<file path="src/rtl/pcs_pkg.sv">
// Shared PCS transmit constants and types: beat/header/sequence widths,
// gearbox pause slot, scrambler taps and reset seed, and sync headers.
package pcs_pkg;

    localparam int DATA_WIDTH     = 32;
    localparam int HEADER_WIDTH   = 2;
    localparam int SEQUENCE_WIDTH = 6;

    localparam logic [SEQUENCE_WIDTH-1:0] SEQ_MAX = 6'd32;

    localparam int SCR_TAP_A = 39;
    localparam int SCR_TAP_B = 58;
    localparam logic [SCR_TAP_B-1:0] SCR_RESET = 58'h3FF_FFFF_FFFF_FFFF;

    localparam logic [HEADER_WIDTH-1:0] SYNC_DATA = 2'b01;
    localparam logic [HEADER_WIDTH-1:0] SYNC_CTRL = 2'b10;

    typedef logic [DATA_WIDTH-1:0]     beat_t;
    typedef logic [HEADER_WIDTH-1:0]   header_t;
    typedef logic [SEQUENCE_WIDTH-1:0] seq_t;
    typedef logic [SCR_TAP_B-1:0]      scr_state_t;

endpackage

</file>
<file path="src/rtl/tx_scrambler.sv">
// Self-synchronous x^58 + x^39 + 1 scrambler, 32 bits per advance.
// state_q[0] is the most recently produced scrambled bit, state_q[k] the
// bit produced k+1 bits ago. o_data is combinational from state_q and
// i_data; the state only moves when i_advance is high.
module tx_scrambler
    import pcs_pkg::*;
(
    input  logic       i_clk,
    input  logic       i_reset_n,
    input  logic       i_advance,
    input  beat_t      i_data,
    output beat_t      o_data
);

    scr_state_t state_q;
    scr_state_t state_d;
    beat_t      scr_data;

    // Unroll the bit-serial recurrence over one beat, bit 0 first.
    always_comb begin
        logic       scr_bit;
        scr_state_t s;
        scr_bit  = 1'b0;
        s        = state_q;
        scr_data = '0;
        for (int i = 0; i < DATA_WIDTH; i++) begin
            scr_bit     = i_data[i] ^ s[SCR_TAP_A-1] ^ s[SCR_TAP_B-1];
            scr_data[i] = scr_bit;
            s           = {s[SCR_TAP_B-2:0], scr_bit};
        end
        state_d = s;
    end

    // Scrambler history, seeded with all ones.
    always_ff @(posedge i_clk or negedge i_reset_n) begin
        if (!i_reset_n) begin
            state_q <= SCR_RESET;
        end else if (i_advance) begin
            state_q <= state_d;
        end
    end

    assign o_data = scr_data;

endmodule

</file>
<file path="src/rtl/tx_scramble_sequencer.sv">
// TX PCS stage ahead of the gearbox: scrambles payload beats and produces
// the gearbox sequence count and pause slot as one registered bundle.
// Build option TX_SCRAMBLER_EN: when defined the payload is scrambled,
// otherwise it is passed through and no scrambler state exists.
// The sequence counter free-runs once enabled; a slot with no upstream
// beat sends a zero payload with header 00 and latches o_underflow.
module tx_scramble_sequencer
    import pcs_pkg::*;
(
    input  logic                      i_clk,
    input  logic                      i_reset_n,
    input  logic [DATA_WIDTH-1:0]     i_data,
    input  logic [HEADER_WIDTH-1:0]   i_header,
    input  logic                      i_valid,
    output logic                      o_ready,
    output logic [DATA_WIDTH-1:0]     o_data,
    output logic [HEADER_WIDTH-1:0]   o_header,
    output logic [SEQUENCE_WIDTH-1:0] o_gearbox_seq,
    output logic                      o_pause,
    output logic                      o_underflow
);

    logic  en_q;
    seq_t  cnt_q;
    logic  slot;
    beat_t payload;
    beat_t payload_out;

    // A data slot is every enabled cycle except the pause slot.
    assign slot    = en_q && (cnt_q != SEQ_MAX);
    assign o_ready = slot;
    assign payload = i_valid ? i_data : '0;

`ifdef TX_SCRAMBLER_EN
    tx_scrambler u_scrambler (
        .i_clk     (i_clk),
        .i_reset_n (i_reset_n),
        .i_advance (slot),
        .i_data    (payload),
        .o_data    (payload_out)
    );
`else
    assign payload_out = payload;
`endif

    // Enable one cycle after reset release, then free-running 0..32 count.
    always_ff @(posedge i_clk or negedge i_reset_n) begin
        if (!i_reset_n) begin
            en_q  <= 1'b0;
            cnt_q <= '0;
        end else begin
            en_q <= 1'b1;
            if (en_q) begin
                cnt_q <= (cnt_q == SEQ_MAX) ? '0 : seq_t'(cnt_q + 1'b1);
            end
        end
    end

    // Output bundle: sequence/pause every enabled cycle, payload only in data slots.
    always_ff @(posedge i_clk or negedge i_reset_n) begin
        if (!i_reset_n) begin
            o_data        <= '0;
            o_header      <= '0;
            o_gearbox_seq <= '0;
            o_pause       <= 1'b0;
            o_underflow   <= 1'b0;
        end else if (en_q) begin
            o_gearbox_seq <= cnt_q;
            o_pause       <= (cnt_q == SEQ_MAX);
            if (slot) begin
                o_data   <= payload_out;
                o_header <= i_valid ? i_header : '0;
                if (!i_valid) begin
                    o_underflow <= 1'b1;
                end
            end
        end
    end

endmodule

</file>
<file path="config.mk">
export PLATFORM = sky130hd
export DESIGN_NAME = tx_scramble_sequencer
export DESIGN_NICKNAME = d
export VERILOG_FILES = /design/src/rtl/pcs_pkg.sv /design/src/rtl/tx_scrambler.sv /design/src/rtl/tx_scramble_sequencer.sv
export SDC_FILE = /design/constraint.sdc
export NUM_CORES = 1
export LEC_CHECK = 0
export ABC_CLOCK_PERIOD_IN_PS = 1900
export BUFFER_PORTS_ARGS = -buffer_cell sky130_fd_sc_hd__buf_2
export CAP_MARGIN = 15
export CORE_MARGIN = 2
export CORE_UTILIZATION = 48
export DETAILED_ROUTE_END_ITERATION = 7
export GPL_TIMING_DRIVEN = 1
export PLACE_DENSITY = 0.88
export RECOVER_POWER = 100
export SETUP_SLACK_MARGIN = 0.5
export SLEW_MARGIN = 30
export SYNTH_ARGS = -nofsm -noshare
export SYNTH_HDL_FRONTEND = slang
export SYNTH_SLANG_ARGS = --single-unit
</file>
<file path="constraint.sdc">
create_clock -name i_clk -period 1.9 [get_ports i_clk]
set_clock_uncertainty 0.1 [all_clocks]
set_input_delay 0.19 -clock i_clk [delete_from_list [all_inputs] [get_ports i_clk]]
set_output_delay 0.19 -clock i_clk [all_outputs]
set_load 0.01 [all_outputs]
</file>
* After elaboration in Yosys (flattened, before gate mapping)
Index checks and enable logic that the tools add are counted.
Cells by class: reductions and logical operators 3, add/subtract/negate cells 1, bitwise operators 1, muxes and demuxes 3, eq/ne operators 2
Operator list (count):
- 32-bit two-way mux | 1
- 6-bit by 1-bit adder with 6-bit output (second input constant) | 1
- 6-bit == test (second input constant) | 1
- 6-bit two-way mux | 1
- 6-bit != test (second input constant) | 1
- 3-bit AND reduction | 1
- 2-bit two-way mux | 1
- 2-bit AND reduction | 1
- 1-bit logical AND | 1
- 1-bit NOT | 1
Storage, ports and cells: output and inout bits 43, input bits 37, flip-flop bits (word level) 49

* Logic depth before layout (Yosys ltp)
word-level depth 3, depth in mapped cells 6

* Least setup slack after synthesis
No wires, ideal clock.
kind reg2out, start reg cnt_q[0], end out o_ready, data required time 1610 ps, arrival 1464 ps, setup slack 146 ps, cell stages (with the launch flop) 7, buffers on the path 1, cells stage by stage dfrtp_1 > inv_1 > ha_1 > nand2_1 > o41ai_4 > buf_6 > inv_1
On the way: cells in the longest elaborated chain, start to end 2
RTL lines:
- from (decl) | RTL line tx_scramble_sequencer.sv:24 | seq_t cnt_q;
- from (signal assigned) | RTL line tx_scramble_sequencer.sv:54 | cnt_q <= (cnt_q == SEQ_MAX) ? '0 : seq_t'(cnt_q + 1'b1);
- 6-bit != test | RTL line tx_scramble_sequencer.sv:30 | assign slot = en_q && (cnt_q != SEQ_MAX);
- 1-bit logical AND | RTL line tx_scramble_sequencer.sv:30
- to (decl) | RTL line tx_scramble_sequencer.sv:15 | output logic o_ready,
No other way between the ends.

* Worst setup path in the final report
Same ends and word-level chain as after synthesis.

==> summary.txt <==
Min path
  – Hold WC Path Type: input pin to register

Floorplan
  – Row cnt: 24
  – Die H: around 71 um
  – Die W: 70.6 um
  – Starting density of the core: between 40% and 50%
  – CORE AREA: 0.00432 mm2
  – Die ar.: 0.00498 mm2
  – # IOs: 80

Global routing
  – Largest net degree at the start of global routing: 36
  – Overall routing resource usage: 24.1%
  – Total gr overflow: 0
  – First-pass GRT wire length: 9230 um
  – Vias in the first global route: 1789
  – Antenna violations before repair: 0

Timing
  – Final Cycle Share: between 90 and 100%
  – Fin. Hold Viols: 0
  – Final setup margin: about 14 ps
  – RSZ-0062 raised after global routing: true
  – Final max-slew violation count: 0
  – Setup TNS: 0 ps
  – Fmax: 530 MHz
  – Max transition margin: 56.3%
  – Min Tclk post-route: 1890 ps
  – Actual slew at the worst max-slew pin: 655 ps
  – Setup-failing EPs final: 0

Clock tree
  – CTS buffer count: 5
  – Worst-Skew Late Latency: 300 ps
  – # H-tree levels: 2
  – Clock sinks: 49
  – Clock Path Buffers: 2
  – Clk root buf: clkbuf_8
  – CTS tree: yes
  – Clock Pin Slew Worst Setup and Hold Paths: about 90 ps

Layout
  – Antenna fix cells: 0
  – Share of cells above drive strength 1: between 40% and 50%
  – Multi-input gate area: 0.00108 mm2
  – Final nets: 310
  – Layout area overhead: 56.6%
  – Leading cell types in the layout, fill and taps excluded: 48 x dfrtp_1, 44 x clkbuf_1, 36 x buf_2
  – Number of fill cells: 269
  – Most common cell after layout, fill and taps aside: dfrtp_1
  – Seq. cell area: 0.00123 mm2
  – Fin util: roughly 77%
  – Final std cells w/o fill: between 300 and 400

Drt
  – Remaining antenna violation count: 0
  – DRC Markers: 0
  – Initial drt markers: 173
  – Via Count: 1878
  – First drt pass iteration count: 5
  – Routed len/inst: roughly 20 um
  – Vias per Instance: 5.80
  – DRT Wirelength: 6500 um

Run
  – Max_cap viols: 0

Setup path
  – Critical path endpoint category: output port
  – Worst Path Max Fanout: 2
  – Setup crit start kind: register
  – Req. time, crit path: 1610 ps
  – Crit path DAT: 1600 ps
  – Worst Setup Path Type: register to output port

Logic synthesis
  – Syn Area/Cell: 12.8 um2
  – Seq/Total Area, Yosys: between 50% and 60%
  – Cell variety after synth: 23
  – Seq cells post-synth: 49
  – Cell area after synthesis: 0.00213 mm2
  – Cell count after synthesis: 166
  – Yosys warnings: 0
  – Synth Net Count: slightly above 200

Placement
  – Final GP Congestion: 0.726
  – Buffers on Ports: 79
  – Worst slack at placement: 120 ps
  – Final HPWL DP: 3200 um
  – Post-Place Cells: between 200 and 300

Power
  – Leakage power: 0.00145 uW
  – VDD IR-drop max: 0.000544 V
  – Total Power: 2850 uW
  – P per Cell Area: 856 mW/mm2

Outcome
  – Status: completed
worst paths after layout:
check | start | end | slack [ps] | cells after the start
worst min register to register | o_data[17]$_DFFE_PN0P_ | o_data[17]$_DFFE_PN0P_ | 400 | 1
min in group asynchronous | i_reset_n | cnt_q[4]$_DFFE_PN0P_ | 320 | 2
worst max-delay path | cnt_q[0]$_DFFE_PN0P_ | o_ready | 10 | 7
worst max register to register | cnt_q[0]$_DFFE_PN0P_ | o_data[16]$_DFFE_PN0P_ | 20 | 8
max in group asynchronous | i_reset_n | cnt_q[5]$_DFFE_PN0P_ | 350 | 3
worst min-delay path | i_data[15] | o_data[15]$_DFFE_PN0P_ | 50 | 3
flip-flops by register name, summed over array words and instances (netlist names):
register / count
o_data: 32
cnt_q: 6
en_q: 1
o_underflow: 1
o_pause: 1
o_header: 2
o_gearbox_seq: 6
power breakdown:
group          internal [uW]  leakage, uW  switching (uW)
clock                    395    0.0000554             344
combinational            374     0.000774             346
sequential              1200     0.000625             195
total                   1970      0.00145             885
routing by layer:
metal / share of wire, % / up-vias / GRT usage [%]
li1: - / 824 / -
met1: 41 / 940 / 33.8
met2: 51 / 98 / 38.4
met3: 6.5 / 16 / 6.27
met4: 2.0 / 0 / 5.87
met5: 0 / - / 0
through the flow:
stage | cell area (um2) | hold WS [ps]
2_1_floorplan | 2220 | -206
3_3_place_gp | 2660 | 111
3_5_place_dp | 2660 | 112
4_1_cts | 3120 | 52.4
5_1_grt | 3330 | 52.4
6_report | 3330 | 52.4
kinds of logic (layout without fill, tap and decap cells):
group	after synthesis	count (layout)	share of synthesized area (%)
mux	8	8	4.17
other cells	1	1	0.176
simple gates	44	44	11.1
compound gates	40	40	19.6
xor+xnor	2	2	0.823
flops	49	49	57.6
fa+ha+maj	2	2	1.18
buf+inv	20	126	5.35
cell usage after synthesis:
cell type	number	area, um2
o21bai_1	1	7.51
buf_4	1	7.51
o41ai_4	1	27.5
or2_2	1	6.26
o21ai_0	3	15.0
conb_1	1	3.75
nand2_1	5	18.8
ha_1	2	25.0
xnor2_1	2	17.5
nor4_4	1	21.3
or3_1	1	6.26
a22oi_1	1	7.51
o2bb2ai_1	24	210
nand4_1	2	12.5
mux2i_1	1	10.0
mux2_2	7	78.8
inv_1	3	11.3
o2bb2ai_2	10	150
buf_6	4	45.0
buf_2	4	20.0
dfrtp_1	49	1230
nand3_1	34	170
clkbuf_1	8	30.0
repair_timing:
item / 4_1_cts / 5_1_grt
pin swaps: 2 / 4
setup endpoints to repair: 40 / 42
resized for setup: 16 / 30
setup buffers: 13 / 5
hold endpoints to repair: 23 / 0
cloned: 9 / 0
hold buffers: 1 / 0
final cells by class:
| class | instances | area share (%) |
|---|---|---|
| clock inverters | 2 | 1.16 |
| multi-input cells | 97 | 32.5 |
| inverters | 3 | 0.413 |
| flip-flops and latches | 49 | 36.8 |
| clock buffers | 6 | 2.18 |
| well taps | 52 | 1.95 |
| repair buffers | 115 | 25.0 |
critical path, stage by stage, from the launching register on:
cell and delay, ps:
dfrtp_1 410, inv_2 90, ha_4 140, nand2_4 60
o41ai_4 300, buf_12 160, inv_4 30, buf_6 100
(Power assumes the default switching activity.)
